<file path="src/rtl/cpu_clock_ctrl.sv">
// -----------------------------------------------------------------------------
// cpu_clock_ctrl
//
// Board-level clock/step controller between the FPGA oscillator, the push
// button, the LEDs and the cpu core.  It divides CLK down to a slow CPU clock
// that can free-run, single-step on a button press or halt.  The button is
// synchronised and debounced: a short press steps the cpu, and a long hold
// resets it.  The LED drive is registered, the low bits are PWM-dimmed, and
// the MSB can optionally show the generated CPU clock.
//
// Ports:
//   CLK        in   system clock
//   RESET_N    in   asynchronous active-low reset
//   BUTTON     in   raw asynchronous push button, active-high
//   MODE       in   00 run, 01 step, 10/11 halt
//   CPU_OUT    in   cpu register value to display
//   CPU_CLOCK  out  generated CPU clock
//   CPU_TICK   out  one-CLK pulse on each CPU_CLOCK rise
//   CPU_RESET  out  active-high cpu reset (long button press)
//   STEP_COUNT out  CPU_TICKs since the last CPU_RESET, wraps at 16 bits
//   OUTPUT     out  LED drive
// -----------------------------------------------------------------------------
module cpu_clock_ctrl #(
  parameter int unsigned CLK_HZ          = 100_000_000,
  parameter int unsigned CPU_HZ          = 1,
  parameter int unsigned DEBOUNCE_CYCLES = 1_000_000,
  parameter int unsigned LONG_PRESS      = 200_000_000,
  parameter int unsigned OUT_WIDTH       = 8,
  parameter int unsigned PWM_PERIOD      = 100,
  parameter int unsigned DIM_BITS        = 4,
  parameter int unsigned SHOW_CLOCK      = 1
) (
  input  logic                 CLK,
  input  logic                 RESET_N,
  input  logic                 BUTTON,
  input  logic [1:0]           MODE,
  input  logic [OUT_WIDTH-1:0] CPU_OUT,
  output logic                 CPU_CLOCK,
  output logic                 CPU_TICK,
  output logic                 CPU_RESET,
  output logic [15:0]          STEP_COUNT,
  output logic [OUT_WIDTH-1:0] OUTPUT
);

  // ---------------------------------------------------------------------------
  // Derived constants
  // ---------------------------------------------------------------------------
  localparam int unsigned HALF   = CLK_HZ / (2 * CPU_HZ);
  localparam int unsigned PH_W   = (HALF > 1) ? $clog2(HALF) : 1;
  localparam int unsigned DB_W   = (DEBOUNCE_CYCLES > 1) ? $clog2(DEBOUNCE_CYCLES + 1) : 1;
  localparam int unsigned HOLD_W = $clog2(LONG_PRESS + 1);
  localparam int unsigned PWM_W  = (PWM_PERIOD > 1) ? $clog2(PWM_PERIOD) : 1;

  localparam logic [PH_W-1:0]   PH_LAST  = PH_W'(HALF - 1);
  localparam logic [DB_W-1:0]   DB_LAST  = DB_W'(DEBOUNCE_CYCLES - 1);
  localparam logic [HOLD_W-1:0] HOLD_MAX = HOLD_W'(LONG_PRESS);
  localparam logic [PWM_W-1:0]  PWM_LAST = PWM_W'(PWM_PERIOD - 1);

  typedef enum logic {
    ST_LOW  = 1'b0,
    ST_HIGH = 1'b1
  } clk_state_e;

  // ---------------------------------------------------------------------------
  // State
  // ---------------------------------------------------------------------------
  logic                 sync1_q, sync1_d;
  logic                 sync2_q, sync2_d;
  logic                 deb_q, deb_d;
  logic [DB_W-1:0]      db_cnt_q, db_cnt_d;
  logic [HOLD_W-1:0]    hold_q, hold_d;
  logic                 cpu_reset_q, cpu_reset_d;
  logic                 press_evt_q, press_evt_d;
  clk_state_e           state_q, state_d;
  logic [PH_W-1:0]      phase_q, phase_d;
  logic                 tick_q, tick_d;
  logic [15:0]          step_q, step_d;
  logic [PWM_W-1:0]     pwm_q, pwm_d;
  logic [OUT_WIDTH-1:0] out_q, out_d;

  logic mode_run;
  logic mode_step;
  logic pwm_on;

  assign mode_run  = (MODE == 2'b00);
  assign mode_step = (MODE == 2'b01);
  assign pwm_on    = (pwm_q == '0);

  // ---------------------------------------------------------------------------
  // Button synchroniser and debounce
  // ---------------------------------------------------------------------------
  always_comb begin
    sync1_d  = BUTTON;
    sync2_d  = sync1_q;
    deb_d    = deb_q;
    db_cnt_d = '0;
    if (sync2_q != deb_q) begin
      if (db_cnt_q == DB_LAST) begin
        deb_d = sync2_q;
      end else begin
        db_cnt_d = db_cnt_q + 1'b1;
      end
    end
  end

  // ---------------------------------------------------------------------------
  // Hold timer: long press -> CPU_RESET, short press -> one step event
  // ---------------------------------------------------------------------------
  always_comb begin
    hold_d = '0;
    if (deb_q) begin
      hold_d = (hold_q == HOLD_MAX) ? hold_q : hold_q + 1'b1;
    end
    // Keyed on deb_d so the reset drops on the same edge as the debounced release.
    cpu_reset_d = deb_d & (cpu_reset_q | (hold_d == HOLD_MAX));
    // A release that follows a completed long press is not a step request.
    press_evt_d = deb_q & ~deb_d & (hold_q != HOLD_MAX);
  end

  // ---------------------------------------------------------------------------
  // CPU clock divider / mode FSM
  // ---------------------------------------------------------------------------
  always_comb begin
    state_d = state_q;
    phase_d = phase_q;
    if (cpu_reset_d) begin
      state_d = ST_LOW;
      phase_d = '0;
    end else begin
      unique case (state_q)
        ST_HIGH: begin
          // A high phase always runs to completion, whatever MODE does.
          if (phase_q == PH_LAST) begin
            state_d = ST_LOW;
            phase_d = '0;
          end else begin
            phase_d = phase_q + 1'b1;
          end
        end
        ST_LOW: begin
          if (phase_q == '0) begin
            if (mode_run) begin
              phase_d = phase_q + 1'b1;
            end else if (mode_step && press_evt_q) begin
              state_d = ST_HIGH;
            end
          end else if (phase_q == PH_LAST) begin
            // Leaving run mode mid-low returns to the idle point instead of rising.
            phase_d = '0;
            if (mode_run) begin
              state_d = ST_HIGH;
            end
          end else begin
            phase_d = phase_q + 1'b1;
          end
        end
        default: begin
          state_d = ST_LOW;
          phase_d = '0;
        end
      endcase
    end
  end

  // ---------------------------------------------------------------------------
  // Tick pulse and step counter
  // ---------------------------------------------------------------------------
  always_comb begin
    tick_d = (state_q == ST_LOW) && (state_d == ST_HIGH);
    if (cpu_reset_d) begin
      step_d = '0;
    end else begin
      step_d = step_q + 16'(tick_d);
    end
  end

  // ---------------------------------------------------------------------------
  // PWM counter and LED drive
  // ---------------------------------------------------------------------------
  always_comb begin
    pwm_d = (pwm_q == PWM_LAST) ? '0 : pwm_q + 1'b1;
    out_d = CPU_OUT;
    for (int unsigned i = 0; i < OUT_WIDTH - 1; i++) begin
      if (i < DIM_BITS) begin
        out_d[i] = CPU_OUT[i] & pwm_on;
      end
    end
    out_d[OUT_WIDTH-1] = (SHOW_CLOCK != 0) ? (state_q == ST_HIGH) : CPU_OUT[OUT_WIDTH-1];
  end

  // ---------------------------------------------------------------------------
  // Registers
  // ---------------------------------------------------------------------------
  always_ff @(posedge CLK or negedge RESET_N) begin
    if (!RESET_N) begin
      sync1_q     <= 1'b0;
      sync2_q     <= 1'b0;
      deb_q       <= 1'b0;
      db_cnt_q    <= '0;
      hold_q      <= '0;
      cpu_reset_q <= 1'b0;
      press_evt_q <= 1'b0;
      state_q     <= ST_LOW;
      phase_q     <= '0;
      tick_q      <= 1'b0;
      step_q      <= '0;
      pwm_q       <= '0;
      out_q       <= '0;
    end else begin
      sync1_q     <= sync1_d;
      sync2_q     <= sync2_d;
      deb_q       <= deb_d;
      db_cnt_q    <= db_cnt_d;
      hold_q      <= hold_d;
      cpu_reset_q <= cpu_reset_d;
      press_evt_q <= press_evt_d;
      state_q     <= state_d;
      phase_q     <= phase_d;
      tick_q      <= tick_d;
      step_q      <= step_d;
      pwm_q       <= pwm_d;
      out_q       <= out_d;
    end
  end

  assign CPU_CLOCK  = (state_q == ST_HIGH);
  assign CPU_TICK   = tick_q;
  assign CPU_RESET  = cpu_reset_q;
  assign STEP_COUNT = step_q;
  assign OUTPUT     = out_q;

endmodule

</file>
<file path="config.mk">
export PLATFORM = sky130hd
export DESIGN_NAME = cpu_clock_ctrl
export DESIGN_NICKNAME = d
export VERILOG_FILES = /design/src/rtl/cpu_clock_ctrl.sv
export SDC_FILE = /design/constraint.sdc
export NUM_CORES = 1
export LEC_CHECK = 0
export BUFFER_PORTS_ARGS = -buffer_cell sky130_fd_sc_hd__buf_2
export CORE_AREA = 2 2 111 221
export DETAILED_ROUTE_END_ITERATION = 10
export DIE_AREA = 0 0 113 223
export HOLD_SLACK_MARGIN = 0.06
export SLEW_MARGIN = 20
export SYNTH_ARGS = -nofsm -noshare
export SYNTH_HDL_FRONTEND = slang
export SYNTH_SLANG_ARGS = --single-unit
</file>
<file path="constraint.sdc">
create_clock -name CLK -period 5.05 [get_ports CLK]
set_input_delay 0 -clock CLK [delete_from_list [all_inputs] [get_ports CLK]]
set_output_delay 0 -clock CLK [all_outputs]
set_load 0.02 [all_outputs]
</file>
Word level (Yosys, flattened, before mapping) --
Index checks and enable logic that the tools add are counted.
Word-level totals: register bits 112, input bits 13, output and inout bits 27, logic and storage cells 63
Cells by class: add/sub/neg operators 5, eq/ne operators 9, mux-type cells 21, bitwise logic cells 10, reductions and logical operators 5
Operators with widths (count):
- 26-bit two-way mux | 4
- 28-bit == test, second input constant | 2
- 28-bit two-way mux | 2
- 26-bit one-hot mux with 2 select lines | 1
- 20-bit two-way mux | 2
- 28-bit by 1-bit adder with 28-bit output, second input constant | 1
- 28-bit inequality test, second input constant | 1
- 26-bit by 1-bit adder with 26-bit output, second input constant | 1
- 26-bit == test, second input constant | 1
- 26-bit logical NOT | 1
- 20-bit by 1-bit adder with 20-bit output, second input constant | 1
- 20-bit == test, second input constant | 1
- 16-bit by 1-bit adder with 16-bit output | 1
- 16-bit two-way mux | 1
- 1-bit two-way mux | 9
- 7-bit by 1-bit adder with 7-bit output, second input constant | 1
- 1-bit AND | 7
- 7-bit == test, second input constant | 1
- 7-bit logical NOT | 1
- 7-bit two-way mux | 1
- 4-bit inequality test, second input constant | 1
- 2-bit by 1-bit == test with 1-bit output, second input constant | 1
- 1-bit logical AND | 2
- 2-bit logical NOT | 1
- 4 further kinds | 5

Depth between registers and ports, before layout --
word-level depth 10, mapped depth 18, mapped depth without buffers 16

Worst setup path after synthesis --
Ideal clock, no wire load.
path type register to register, start reg hold_q[0], end reg step_q[14], in the netlist STEP_COUNT[14], library setup time 0.072 ns, arrival time 3.661 ns, data required time 4.978 ns, slack 1.318 ns, stages on the path, launching flop included 18, buffers on the path 1, period minus slack after synthesis 3.732 ns, cell sequence dfrtp_1 > ha_1 > nand4_1 > nor4_2 > or3b_2 > xor2_1 > nor4b_1 > and4_1 > buf_4 > nor4bb_2 > ha_1 > and2_1 > nand4_1 > nor2b_1 > nand4_1 > xnor2_1 > nand2_1 > nor2_1
Between the ends: word-level cells in the longest chain between the ends 10, elaborated cells between the ends (all ways) 11, those cells by class add/sub (2); eq/ne (2); mux (4); bitwise (2); reduce/logical (1)
Ends and longest elaborated chain:
- from (decl) | line 71 | logic [HOLD_W-1:0] hold_q, hold_d;
- from (signal assigned) | line 214 | hold_q <= hold_d;
- 28-bit by 1-bit adder with 28-bit output / 28-bit == test (equally long branches) | line 112 | hold_d = (hold_q == HOLD_MAX) ? hold_q : hold_q + 1'b1;
- 28-bit two-way mux * | line 112
- 28-bit two-way mux * | line 111 | if (deb_q) begin
- 28-bit == test * | line 115 | cpu_reset_d = deb_d & (cpu_reset_q | (hold_d == HOLD_MAX));
- 1-bit bitwise OR * | line 115
- 1-bit AND * | line 115
- 1-bit two-way mux * | line 126 | if (cpu_reset_d) begin
- 1-bit logical AND * | line 169 | tick_d = (state_q == ST_LOW) && (state_d == ST_HIGH);
- named net tick_d | line 76 | logic tick_q, tick_d;
- 16-bit by 1-bit adder with 16-bit output * | line 173 | step_d = step_q + 16'(tick_d);
- 16-bit two-way mux * | line 170 | if (cpu_reset_d) begin
- named net step_d[14] | line 77 | logic [15:0] step_q, step_d;
- to (signal assigned) | line 220 | step_q <= step_d;
- to (decl) | line 77
The timed path passes the listed nets; every way through them passes the cells marked *. A chain may end at the register's enable or synchronous reset.

Worst setup path in the final report --
start reg hold_q[1], end reg step_q[14], in the netlist STEP_COUNT[14]
Same word-level chain as after synthesis.

==> metrics <==
syn nets between 600 and 700; Area growth syn-to-layout 14.93%; Initial Util 24.62%; Most Crowded Layer GR met2; power density over cell area 249.5 nW/µm²; GPL Wtd Cong 0.7892; total of max-cap violations 0; wire length per cell 12.61 µm; Final Slew Violations 0; hold_ws 0.07117 ns; Mapped Area roughly 5800 µm²; gr ovfl total 0; Max Root-Sink Buffers 2; Clock Skew 0.01205 ns; final wirelength 12090 µm; HP Class primary input to flip-flop; Static Leak between 2 and 3 nW; final core utilization 28.29%; CP Data Required Time 5.32 ns; post-layout min period 4.221 ns; die area 25200 µm²; Die H 223 µm; Synth Area in Simple Gates 29.43%; Hold Vio Cnt, Final 0; chip width 113 µm; met2 Track Usage GR 15.74%; Clk pin slew, worst setup/hold paths 0.07 ns; CTS resizes 0; Clock Tree Root clkbuf_16; period utilisation layout 83.58%; first-pass detailed-route iteration total 7; M1 GR Usage approximately 14%; later-pin clock latency in the skew report approximately 0.35 ns; CP Class flip-flop to flip-flop; Placement Rows 80; share of post-route cells with drive strength above 1 10.42%; Worst R2R Setup Slack about 0.83 ns; #FFs+latches synth 112; Total Neg Setup Slack 0 ns; most frequent cells in the layout dfrtp_1, nor2_1, nand2_1, xnor2_1, nand3_1; Inserted Clock Buffers 9; pin count of the biggest net entering global routing 82; # setup viols final 0; RSZ-0062 raised after global routing no; global-route usage over all layers around 10%; layout filler cell count 2514; # DRC 5; status complete, but fails checks; ant diodes 0; largest fanout on the critical path 6; Synth Area in Compound Gates between 4 and 5%; worst-margin pin slew 0.7886 ns; adder-cell share of the synthesized area 1.936%; TritonCTS clock tree built; number of synthesized flops with an enable pin 0; Peak VDD IR 0.1347 mV; CP arrival 4.49 ns; f_max 236.9 MHz; mux share of post-synthesis cell area between 1 and 1.5%; dpl cells 933; CTS sink cnt 112; slew margin rel. 46.95%; CTS H-tree lvls 3; vias in the first global route 4448; global-route track usage on met3 1.983%; Layout Cell Area excl Fill 6684 µm²; Port-buffer cells 38; final non-filler cell total between 900 and 1000; synth warn 0; crit start category flip-flop; sequential area share after synthesis ~48%; Post-Place Cell Area 6279 µm²; global-route wire length before repair between 20000 and 25000 µm; # nets final 689; Synth cell types between 50 and 60; initial antenna violation count 0; Main synth FF type dfrtp_1; crit end category flip-flop; Top Ports 40; Iter 0 DRT Violations 302; most common cell after layout, fill and taps aside dfrtp_1; XOR/XNOR share of the synthesized area 11.90%; async set-or-reset flop fraction in the synthesized netlist 100.0%; DR vias/cell 4.688; synthesized instance count around 630; Core Area 23620 µm²; main combinational cell family by area after synthesis simple AND/OR/NAND/NOR gates; syn_area_per_cell 9.275 µm²; ANT nets after route 0; failing checks DRC; DPL Wire Length 8267 µm; vias 4496
## final timing paths
| check | start | end | depth (start not counted) |
|---|---|---|---|
| max | hold_q[1]$_DFF_PN0_ | STEP_COUNT[14]$_DFF_PN0_ | 16 |
| min | MODE[0] | CPU_TICK$_DFF_PN0_ | 3 |
| max reg2reg | hold_q[1]$_DFF_PN0_ | STEP_COUNT[14]$_DFF_PN0_ | 16 |
| min reg2reg | sync1_q$_DFF_PN0_ | sync2_q$_DFF_PN0_ | 0 |
| max in group asynchronous | RESET_N | phase_q[2]$_DFFE_PN0P_ | 3 |
| min in group asynchronous | RESET_N | STEP_COUNT[13]$_DFF_PN0_ | 2 |
## stage by stage
stage          power, mW  worst slack, ns
2_1_floorplan     0.9266            1.318
3_3_place_gp      0.9526           0.8805
3_5_place_dp      0.9534           0.8396
4_1_cts            1.693           0.7897
5_1_grt            1.733           0.2727
6_report           1.668           0.8290
## report_power, final
group / internal [mW] / switching [mW] / total [mW]
Clock: 0.390 / 0.338 / 0.727
Sequential: 0.900 / 0.00270 / 0.903
Combinational: 0.0120 / 0.0256 / 0.0376
Total: 1.30 / 0.366 / 1.67
## repair_timing
item	CTS	global route
hold buffers	10	0
hold endpoints to repair	90	0
setup buffers	0	0
## synth_stat cells (2+ instances only)
cell type | n | area [µm²]
a2111oi_0 | 2 | 17.52
a211oi_1 | 2 | 15.01
a21boi_0 | 2 | 15.01
a21oi_1 | 14 | 70.07
a31o_2 | 2 | 17.52
and2_1 | 11 | 68.82
and3_1 | 13 | 81.33
and4_1 | 9 | 78.83
buf_2 | 2 | 10.01
buf_6 | 4 | 45.04
clkbuf_1 | 17 | 63.81
dfrtp_1 | 112 | 2803
ha_1 | 9 | 112.6
inv_1 | 16 | 60.06
mux2_2 | 3 | 33.78
mux2i_1 | 4 | 40.04
nand2_1 | 75 | 281.5
nand2b_1 | 7 | 43.79
nand3_1 | 45 | 225.2
nand4_1 | 28 | 175.2
nor2_1 | 101 | 379.1
nor2b_1 | 4 | 25.02
nor3_1 | 9 | 45.04
nor4_1 | 16 | 100.1
nor4b_1 | 3 | 26.28
o21ai_0 | 7 | 35.03
or3_1 | 6 | 37.54
or4_1 | 4 | 30.03
xnor2_1 | 46 | 402.9
xor2_1 | 33 | 289.0
## final cells by class
class	instances	area, µm²	share of cell area (%)
clock buffer	9	225.2	3.370
clock inverter	7	76.32	1.142
tap	287	359.1	5.373
timing repair buffer	53	334.1	4.998
inverter	17	63.81	0.9547
multi-input combinational	474	2823	42.23
sequential	112	2803	41.93
## registers in the layout, indices dropped and copies added, names as in the netlist
| signal | flops |
|---|---|
| hold_q | 28 |
| db_cnt_q | 20 |
| sync2_q | 1 |
| pwm_q | 7 |
| press_evt_q | 1 |
| STEP_COUNT | 16 |
| deb_q | 1 |
| OUTPUT | 8 |
| CPU_CLOCK | 1 |
| CPU_RESET | 1 |
| sync1_q | 1 |
| phase_q | 26 |
| CPU_TICK | 1 |
## worst max-delay path, cell delays in order (launching register included)
cell      delay, ns
dfrtp_1        0.43
ha_1           0.28
nand4_1        0.25
nor4_2         0.48
or3b_2         0.50
xor2_1         0.19
nor4b_1        0.09
and4_1         0.23
nor4bb_2       0.43
ha_1           0.29
and2_1         0.15
nand4_1        0.15
nor2b_1        0.20
nand4_1        0.14
xnor2_1        0.16
nand2_1        0.07
nor2_1         0.10
## per-layer routing
| layer | share of wire [%] | wire (µm) |
|---|---|---|
| met1 | 49 | 5871 |
| met2 | 46 | 5513 |
| met3 | 4.3 | 522 |
| met4 | 1.5 | 187 |
| met5 | 0 | 0 |
## cells by family (layout without fill, tap and decap cells)
family,count (synthesis),after routing
compound gates,37,37
xor+xnor,79,79
fa+ha+maj,9,9
buf+inv,41,86
flops,112,112
mux,7,7
simple gates,342,342
Note: power is estimated with default switching activity, not from simulation.
